$ cat src/rtl/clock_ctrl_pkg.sv
// Shared definitions for the digital clock: mode encodings, field moduli
// and field widths, plus the mode-advance rule used by the top-level FSM.
package clock_ctrl_pkg;

  // Mode encodings as they appear on the mode output; 2'd3 is never produced.
  localparam logic [1:0] MODE_RUN      = 2'd0;
  localparam logic [1:0] MODE_SET_HOUR = 2'd1;
  localparam logic [1:0] MODE_SET_MIN  = 2'd2;

  // Field moduli and widths.
  localparam int SEC_MAX   = 60;
  localparam int MIN_MAX   = 60;
  localparam int SEC_BITS  = 6;
  localparam int MIN_BITS  = 6;
  localparam int HOUR_BITS = 5;

  // Mode sequence RUN -> SET_HOUR -> SET_MIN -> RUN, advanced by btn_mode.
  // The unused encoding falls back to RUN so the FSM cannot lock up.
  function automatic logic [1:0] next_mode(input logic [1:0] cur,
                                           input logic       adv);
    logic [1:0] nxt;
    nxt = cur;
    if (adv) begin
      case (cur)
        MODE_RUN:      nxt = MODE_SET_HOUR;
        MODE_SET_HOUR: nxt = MODE_SET_MIN;
        default:       nxt = MODE_RUN;
      endcase
    end else if (cur == 2'd3) begin
      nxt = MODE_RUN;
    end
    return nxt;
  endfunction

endpackage

$ cat src/rtl/clock_ctrl_mod_counter.sv
// Modulo-MAX counter with enable and synchronous clear. carry flags the
// enabled cycle in which the counter wraps, so cascaded fields roll over
// on the same clock edge.
module mod_counter #(
  parameter int MAX  = 60,
  parameter int BITS = 6
) (
  input  logic            clk,
  input  logic            reset,
  input  logic            en,
  input  logic            clr,
  output logic [BITS-1:0] value,
  output logic            carry
);

  localparam logic [BITS-1:0] LAST = BITS'(MAX - 1);

  // Count state: cleared by reset or clr, advances and wraps when enabled.
  // NOTE: sequential state uses non-blocking (<=) so every flop samples the
  // pre-edge values of its neighbours, independent of block ordering.
  always_ff @(posedge clk or posedge reset) begin
    if (reset) begin
      value <= '0;
    end else if (clr) begin
      value <= '0;
    end else if (en) begin
      value <= (value == LAST) ? '0 : value + 1'b1;
    end
  end

  assign carry = en && (value == LAST);

endmodule

$ cat src/rtl/clock_ctrl.sv
// Digital clock top: 1 s prescaler, RUN/SET_HOUR/SET_MIN mode FSM, and the
// enable/carry steering that drives the sec, min and hour counters.
module clock_ctrl
  import clock_ctrl_pkg::*;
#(
  parameter int CLK_DIV  = 50000000,
  parameter int HOUR_MAX = 24
) (
  input  logic                 clk,
  input  logic                 reset,
  input  logic                 btn_mode,
  input  logic                 btn_inc,
  output logic [SEC_BITS-1:0]  sec,
  output logic [MIN_BITS-1:0]  min,
  output logic [HOUR_BITS-1:0] hour,
  output logic [1:0]           mode,
  output logic                 tick,
  output logic                 blink
);

  localparam int            PW         = (CLK_DIV > 1) ? $clog2(CLK_DIV) : 1;
  localparam logic [PW-1:0] PRESC_LAST = PW'(CLK_DIV - 1);

  logic [PW-1:0] r_presc;
  logic [PW-1:0] w_presc_next;
  logic          r_tick;
  logic          r_blink;
  logic [1:0]    r_mode;
  logic [1:0]    w_next_mode;
  logic          w_run;
  logic          w_exit_set;
  logic          w_inc_ok;
  logic          w_sec_en;
  logic          w_min_en;
  logic          w_hour_en;
  logic          w_sec_carry;
  logic          w_min_carry;
  logic          w_unused_hour_carry;

  assign w_next_mode = next_mode(r_mode, btn_mode);
  assign w_run       = (r_mode == MODE_RUN);
  // Leaving SET_MIN restarts the second from zero, sec and prescaler alike.
  assign w_exit_set  = (r_mode == MODE_SET_MIN) && btn_mode;
  // A mode press wins over a simultaneous increment press.
  assign w_inc_ok    = btn_inc && !btn_mode;

  // Next prescaler count: wrap at CLK_DIV-1, restart on leaving SET_MIN.
  // NOTE: every signal driven from always_comb gets a default first, so no
  // path leaves it unassigned and no latch is inferred.
  always_comb begin
    w_presc_next = r_presc + 1'b1;
    if (w_exit_set || (r_presc == PRESC_LAST)) begin
      w_presc_next = '0;
    end
  end

  // Prescaler and registered tick; tick is high exactly while the count is CLK_DIV-1.
  always_ff @(posedge clk or posedge reset) begin
    if (reset) begin
      r_presc <= '0;
      r_tick  <= 1'b0;
    end else begin
      r_presc <= w_presc_next;
      r_tick  <= (w_presc_next == PRESC_LAST);
    end
  end

  // Mode FSM register.
  always_ff @(posedge clk or posedge reset) begin
    if (reset) begin
      r_mode <= MODE_RUN;
    end else begin
      r_mode <= w_next_mode;
    end
  end

  // Blink: held low in and on entry to RUN, starts low on entry to SET_HOUR
  // (from RUN), toggles on each tick while in a SET mode.
  always_ff @(posedge clk or posedge reset) begin
    if (reset) begin
      r_blink <= 1'b0;
    end else if (w_run || (w_next_mode == MODE_RUN)) begin
      r_blink <= 1'b0;
    end else if (r_tick) begin
      r_blink <= ~r_blink;
    end
  end

  // Field enables: time-of-day carries in RUN, button increments in SET modes.
  // In SET_MIN the minute carry is not routed to hour.
  assign w_sec_en  = w_run && r_tick;
  assign w_min_en  = w_run ? w_sec_carry
                           : ((r_mode == MODE_SET_MIN) && w_inc_ok);
  assign w_hour_en = w_run ? w_min_carry
                           : ((r_mode == MODE_SET_HOUR) && w_inc_ok);

  mod_counter #(.MAX(SEC_MAX), .BITS(SEC_BITS)) u_sec (
    .clk   (clk),
    .reset (reset),
    .en    (w_sec_en),
    .clr   (w_exit_set),
    .value (sec),
    .carry (w_sec_carry)
  );

  mod_counter #(.MAX(MIN_MAX), .BITS(MIN_BITS)) u_min (
    .clk   (clk),
    .reset (reset),
    .en    (w_min_en),
    .clr   (1'b0),
    .value (min),
    .carry (w_min_carry)
  );

  mod_counter #(.MAX(HOUR_MAX), .BITS(HOUR_BITS)) u_hour (
    .clk   (clk),
    .reset (reset),
    .en    (w_hour_en),
    .clr   (1'b0),
    .value (hour),
    .carry (w_unused_hour_carry)
  );

  assign mode  = r_mode;
  assign tick  = r_tick;
  assign blink = r_blink;

endmodule

$ cat config.mk
export PLATFORM = sky130hd
export DESIGN_NAME = clock_ctrl
export DESIGN_NICKNAME = d
export VERILOG_FILES = /design/src/rtl/clock_ctrl_pkg.sv /design/src/rtl/clock_ctrl_mod_counter.sv /design/src/rtl/clock_ctrl.sv
export SDC_FILE = /design/constraint.sdc
export NUM_CORES = 1
export LEC_CHECK = 0
export ABC_AREA = 1
export BUFFER_PORTS_ARGS = -buffer_cell sky130_fd_sc_hd__buf_2
export CAP_MARGIN = 20
export CORE_MARGIN = 5
export CORE_UTILIZATION = 49
export DETAILED_ROUTE_END_ITERATION = 10
export GPL_TIMING_DRIVEN = 0
export PLACE_DENSITY = 0.7
export SLEW_MARGIN = 30
export SYNTH_ARGS = -nofsm -noshare
export SYNTH_HDL_FRONTEND = slang
export SYNTH_HIERARCHICAL = 1
export SYNTH_SLANG_ARGS = --single-unit
export TNS_END_PERCENT = 30
$ cat constraint.sdc
create_clock -name clk -period 1.8 [get_ports clk]
set_input_delay 0.27 -clock clk [delete_from_list [all_inputs] [get_ports clk]]
set_output_delay 0.27 -clock clk [all_outputs]
set_load 0.1 [all_outputs]
# Yosys cells after proc, flatten, opt, wreduce, memory -nomap -nowiden
# Index checks and enable logic that the tools add are counted.
[totals]
regBits = 47
input_bits = 4
output_inout_bits = 21
elab_cells = 47
[op_classes]
addsub = 4
eq_ne = 8
n_mux = 13
bitwise = 1
reduce_logical = 14
[op_table]
columns = ["operator", "n"]
rows = [
  ["26-bit == test, second input constant", 2],
  ["26-bit by 1-bit adder with 26-bit output, second input constant", 1],
  ["26-bit two-way mux", 1],
  ["6-bit two-way mux", 4],
  ["6-bit by 1-bit adder with 6-bit output, second input constant", 2],
  ["6-bit == test, second input constant", 2],
  ["1-bit logical AND", 7],
  ["5-bit by 1-bit adder with 5-bit output, second input constant", 1],
  ["5-bit == test, second input constant", 1],
  ["5-bit two-way mux", 1],
  ["2-bit == test, second input constant", 2],
  ["2-bit zero test", 2],
  ["1-bit two-way mux", 4],
  ["2-bit two-way mux", 2],
  ["2-bit case mux with 2 select lines", 1],
  ["2-bit nonzero test", 2],
  ["2-bit by 1-bit == test with 1-bit output, second input constant", 1],
  ["1-bit logical OR", 2],
  ["1-bit zero test", 1],
  ["1-bit NOT", 1],
]

# Longest topological paths before layout
[logic_depth]
word_depth = 6
mapped_depth = 15

# Hierarchy
# Netlist, hierarchy kept.
[modules_own_cells]
columns = ["mod", "n_inst", "cells_each", "area_each_um2"]
rows = [
  ["clock_ctrl", 1, 308, 2006.9],
  ["mod_counter at u_min ...", 2, 47, 355.3],
  ["mod_counter at u_hour", 1, 39, 296.5],
]

# Least setup slack after synthesis
# Ideal clock, no wire load.
[synth_path]
path_kind = "register -> register"
start = "reg r_tick (netlist: tick)"
end = "reg u_hour.value[4]"
setup_time_ns = 0.121
arrival_ns = 2.480
required_ns = 1.679
path_slack_ns = -0.801
path_stages_with_launch = 13
n_path_buf = 0
period_less_slack_ns = 2.601
cell_sequence = "dfrtp_1 nor3b_1 inv_1 nor2_1 nand2_1 o21ai_0 inv_1 nor2_1 nand2_1 o21ai_0 nand3_1 nand2_1 a21oi_2"
[synth_between]
elab_chain_len = 5
[synth_lines]
columns = ["element", "line", "text"]
rows = [
  ["from (decl)", "clock_ctrl.sv:26", "logic r_tick;"],
  ["from (signal assigned)", "clock_ctrl.sv:64", "r_tick <= (w_presc_next == PRESC_LAST);"],
  ["1-bit logical AND", "clock_ctrl.sv:91", "assign w_sec_en = w_run && r_tick;"],
  ["net w_sec_en", "clock_ctrl.sv:33", "logic w_sec_en;"],
  ["1-bit logical AND", "clock_ctrl_mod_counter.sv:31", "assign carry = en && (value == LAST);"],
  ["net w_sec_carry", "clock_ctrl.sv:36", "logic w_sec_carry;"],
  ["1-bit two-way mux", "clock_ctrl.sv:92", "assign w_min_en = w_run ? w_sec_carry"],
  ["net w_min_en", "clock_ctrl.sv:34", "logic w_min_en;"],
  ["1-bit logical AND", "clock_ctrl_mod_counter.sv:31", ""],
  ["net w_min_carry", "clock_ctrl.sv:37", "logic w_min_carry;"],
  ["1-bit two-way mux", "clock_ctrl.sv:94", "assign w_hour_en = w_run ? w_min_carry"],
  ["net w_hour_en", "clock_ctrl.sv:35", "logic w_hour_en;"],
  ["to (signal assigned)", "clock_ctrl_mod_counter.sv:27", "value <= (value == LAST) ? '0 : value + 1'b1;"],
  ["to (decl)", "clock_ctrl_mod_counter.sv:12", "output logic [BITS-1:0] value,"],
]
# The timed path passes the listed nets, and every way through them passes these cells.
# A chain may end at the register's enable or synchronous reset.

# Worst setup path in the final report
[layout_path]
start = "reg r_presc[12]"
end = "reg r_tick (netlist: tick)"
[layout_between]
elab_chain_len = 4
elab_cells_between_ends = 5
[layout_lines]
columns = ["element", "line", "text"]
rows = [
  ["from (decl)", "clock_ctrl.sv:24", "logic [PW-1:0] r_presc;"],
  ["from (signal assigned)", "clock_ctrl.sv:63", "r_presc <= w_presc_next;"],
  ["parallel branches: the longest is 2 deep, another holds 26-bit by 1-bit adder with 26-bit output", "n/a", ""],
  ["26-bit two-way mux *", "clock_ctrl.sv:52", "if (w_exit_set || (r_presc == PRESC_LAST)) begin"],
  ["net w_presc_next[25]", "clock_ctrl.sv:25", "logic [PW-1:0] w_presc_next;"],
  ["26-bit == test *", "clock_ctrl.sv:64", ""],
]
# Mark *: on every way through the listed nets, which the timed path passes.

==> flow_metrics.env <==
export IMPL_track_usage_pct=19.6
export IMPL_p_sw_w=0.00155
export IMPL_clock_root_buffer="clkbuf_8"
export IMPL_start_util_pct=50.5
export IMPL_vias=2902
export IMPL_startpoint_type="flop"
export IMPL_seq_power_share_pct=43.1
export IMPL_crit_fanout=10
export IMPL_cp_end_kind="flop"
export IMPL_htree_levels=2
export IMPL_dr_wl_met3_um=331
export IMPL_slew_viol_final=0
export IMPL_clk_pin_slew_ns=0.09
export IMPL_grt_max_degree=31
export IMPL_numCtsBuffers=5
export IMPL_synthCells=440
export IMPL_overflow=0
export IMPL_layout_area_overhead_vs_synth_pct=21.3
export IMPL_dr_pass1_iters=5
export IMPL_setup_ws_ns=-0.0237
export IMPL_drt_initial_drc_count=184
export IMPL_arrival_ns=2.05
export IMPL_port_buffers=24
export IMPL_internal_power_w=0.00208
export IMPL_gp_congestion=0.920
export IMPL_highest_layer="met4"
export IMPL_synthesis_area_um2=3010
export IMPL_crit_type="reg -> reg"
export IMPL_antenna_found_initial=0
export IMPL_grt_pass1_wl_um=12100
export IMPL_failed_checks="negative setup slack"
export IMPL_p_per_area_nw_per_um2=995
export IMPL_cts_path_max_buffers=2
export IMPL_clk_latency_ns=0.30
export IMPL_drc=0
export IMPL_pwr_share_clk_pct=19.4
export IMPL_final_min_clock_period_ns=1.82
export IMPL_layout_nets=495
export IMPL_cts_tree="done"
export IMPL_outcome="finished, violations left"
export IMPL_fin_total_pwr_w=0.00363
export IMPL_drive_above_1_share_pct=27.9
export IMPL_finalCritPeriodShare_pct=101
export IMPL_vdd_drop_max_v=0.000931
export IMPL_fp_row_count=28
export IMPL_holdCritPathClass="in -> reg"
export IMPL_io_pins=25
export IMPL_max_freq_mhz=548
export IMPL_routed_wl_um=7320
export IMPL_yosys_warnings=6
export IMPL_cts_sinks=47
export IMPL_insertedDiodeCount=0
export IMPL_fin_worst_skew_ns=0.00610
export IMPL_pre_cts_ws_ns=-0.0995
export IMPL_grt_setup_unrepaired="true"
export IMPL_slew_headroom_pct=56.5
export IMPL_antenna_left=0
export IMPL_tightest_slew_ns=0.651
export IMPL_avgSynthCellArea_um2=6.84
export IMPL_cap_violations=0
export IMPL_setup_viol=3
export IMPL_routed_via_density=5.15
export IMPL_grt_pass1_vias=2648
export IMPL_dieArea_um2=7810
export IMPL_core_um2=5960
export IMPL_hold_violations=0
export IMPL_die_width_um=88.4
export IMPL_required_ns=2.02
export IMPL_hpwlAfterDp_um=5200
export IMPL_swShare_pct=42.8
export IMPL_wire_per_inst_um=13.0
export IMPL_p_leak_nw=1.80
export IMPL_pwr_share_comb_pct=37.5
export IMPL_die_h_um=88.4
export IMPL_route_met2_wl_um=3430
export IMPL_wl_met1_um=3380
-- flip-flops by register name, indices dropped and copies added (netlist names) --
register / cells
u_hour/value: 5
tick: 1
mode: 2
u_sec/value: 6
blink: 1
u_min/value: 6
r_presc: 26
-- critical path, cell delays in order (launching register included) --
cell,delay (ns)
dfrtp_1,0.44
nand2_1,0.12
inv_1,0.06
nand2_2,0.11
nor2_1,0.05
nand2_1,0.08
nor2_2,0.05
nor2_4,0.19
inv_2,0.05
buf_4,0.18
nor2_1,0.15
nand4_1,0.10
nor2_1,0.15
-- routing by layer --
layer	up-vias	track usage, %
met3	19	3.26
met2	72	31.1
met4	0	7.55
met5	-	0
met1	1341	26.8
li1	1470	-
-- power by group through the flow --
stage / clock (W) / combinational (W) / sequential [W]
6_report: 0.000704 / 0.00136 / 0.00157
3_3_place_gp: 0 / 0.00112 / 0.00154
3_5_place_dp: 0 / 0.00114 / 0.00155
4_1_cts: 0.000730 / 0.00127 / 0.00154
2_1_floorplan: 0 / 0.000725 / 0.00170
5_1_grt: 0.000763 / 0.00151 / 0.00160
-- per-stage QoR --
step	instance area, um^2	TNS (ns)	instances	hold WS (ns)	utilization [%]
floorplan	3080	-0.393	442	0.0485	-
global placement	3290	-0.828	541	0.225	55.3
detailed placement	3290	-0.944	541	0.244	55.3
CTS	3530	-0.00711	560	0.171	59.2
global route	3650	-0.982	563	0.177	61.3
finish	3650	-0.0583	563	0.187	61.3
-- cell usage in the layout, fill, tap and decap left out, types with 2 or more instances in the layout --
cell	n
nor2_1	57
a21oi_1	17
dfrtp_4	8
nand3_2	10
o21bai_1	3
clkbuf_8	7
nand2_1	112
o21ai_2	3
inv_2	13
nor3_1	4
conb_1	3
nor2_2	11
dfrtp_1	28
buf_2	24
nand3_1	32
xnor2_1	2
a31oi_1	2
o21ai_1	2
nand4_1	13
ha_4	2
ha_1	2
buf_4	13
inv_1	63
o21ai_0	6
a21oi_2	3
nand2_2	13
dfrtp_2	11
nor2_4	11
xor2_1	2
-- what timing repair did --
action | CTS | global route
endpoints found under the setup margin | 16 | 22
resized for setup | 11 | 28
hold buffers | 1 | 0
pin swaps | 8 | 14
setup buffers | 10 | 3
hold endpoints to repair | 17 | 0
-- final timing paths --
| path | startpoint | to | slack [ns] | cells past startpoint |
|---|---|---|---|---|
| min in group asynchronous | reset | u_hour/value[4] | 0.46 | 3 |
| max in group asynchronous | reset | tick | 0.68 | 3 |
| worst min-delay path | btn_mode | mode[0] | 0.19 | 2 |
| worst max-delay path | r_presc[12] | tick | -0.02 | 12 |
| worst max register to register | r_presc[12] | tick | -0.02 | 12 |
| worst min register to register | u_hour/value[3] | u_hour/value[3] | 0.55 | 2 |
-- final cells by class --
cell class	count	area, um^2
timing repair buffer	38	231
buffer	2	22.5
clock buffer	8	100
fill	540	2300
multi-input combinational	316	1690
tap	75	93.8
sequential	47	1220
inverter	77	289
No activity file was read; power rests on OpenSTA's default activity.
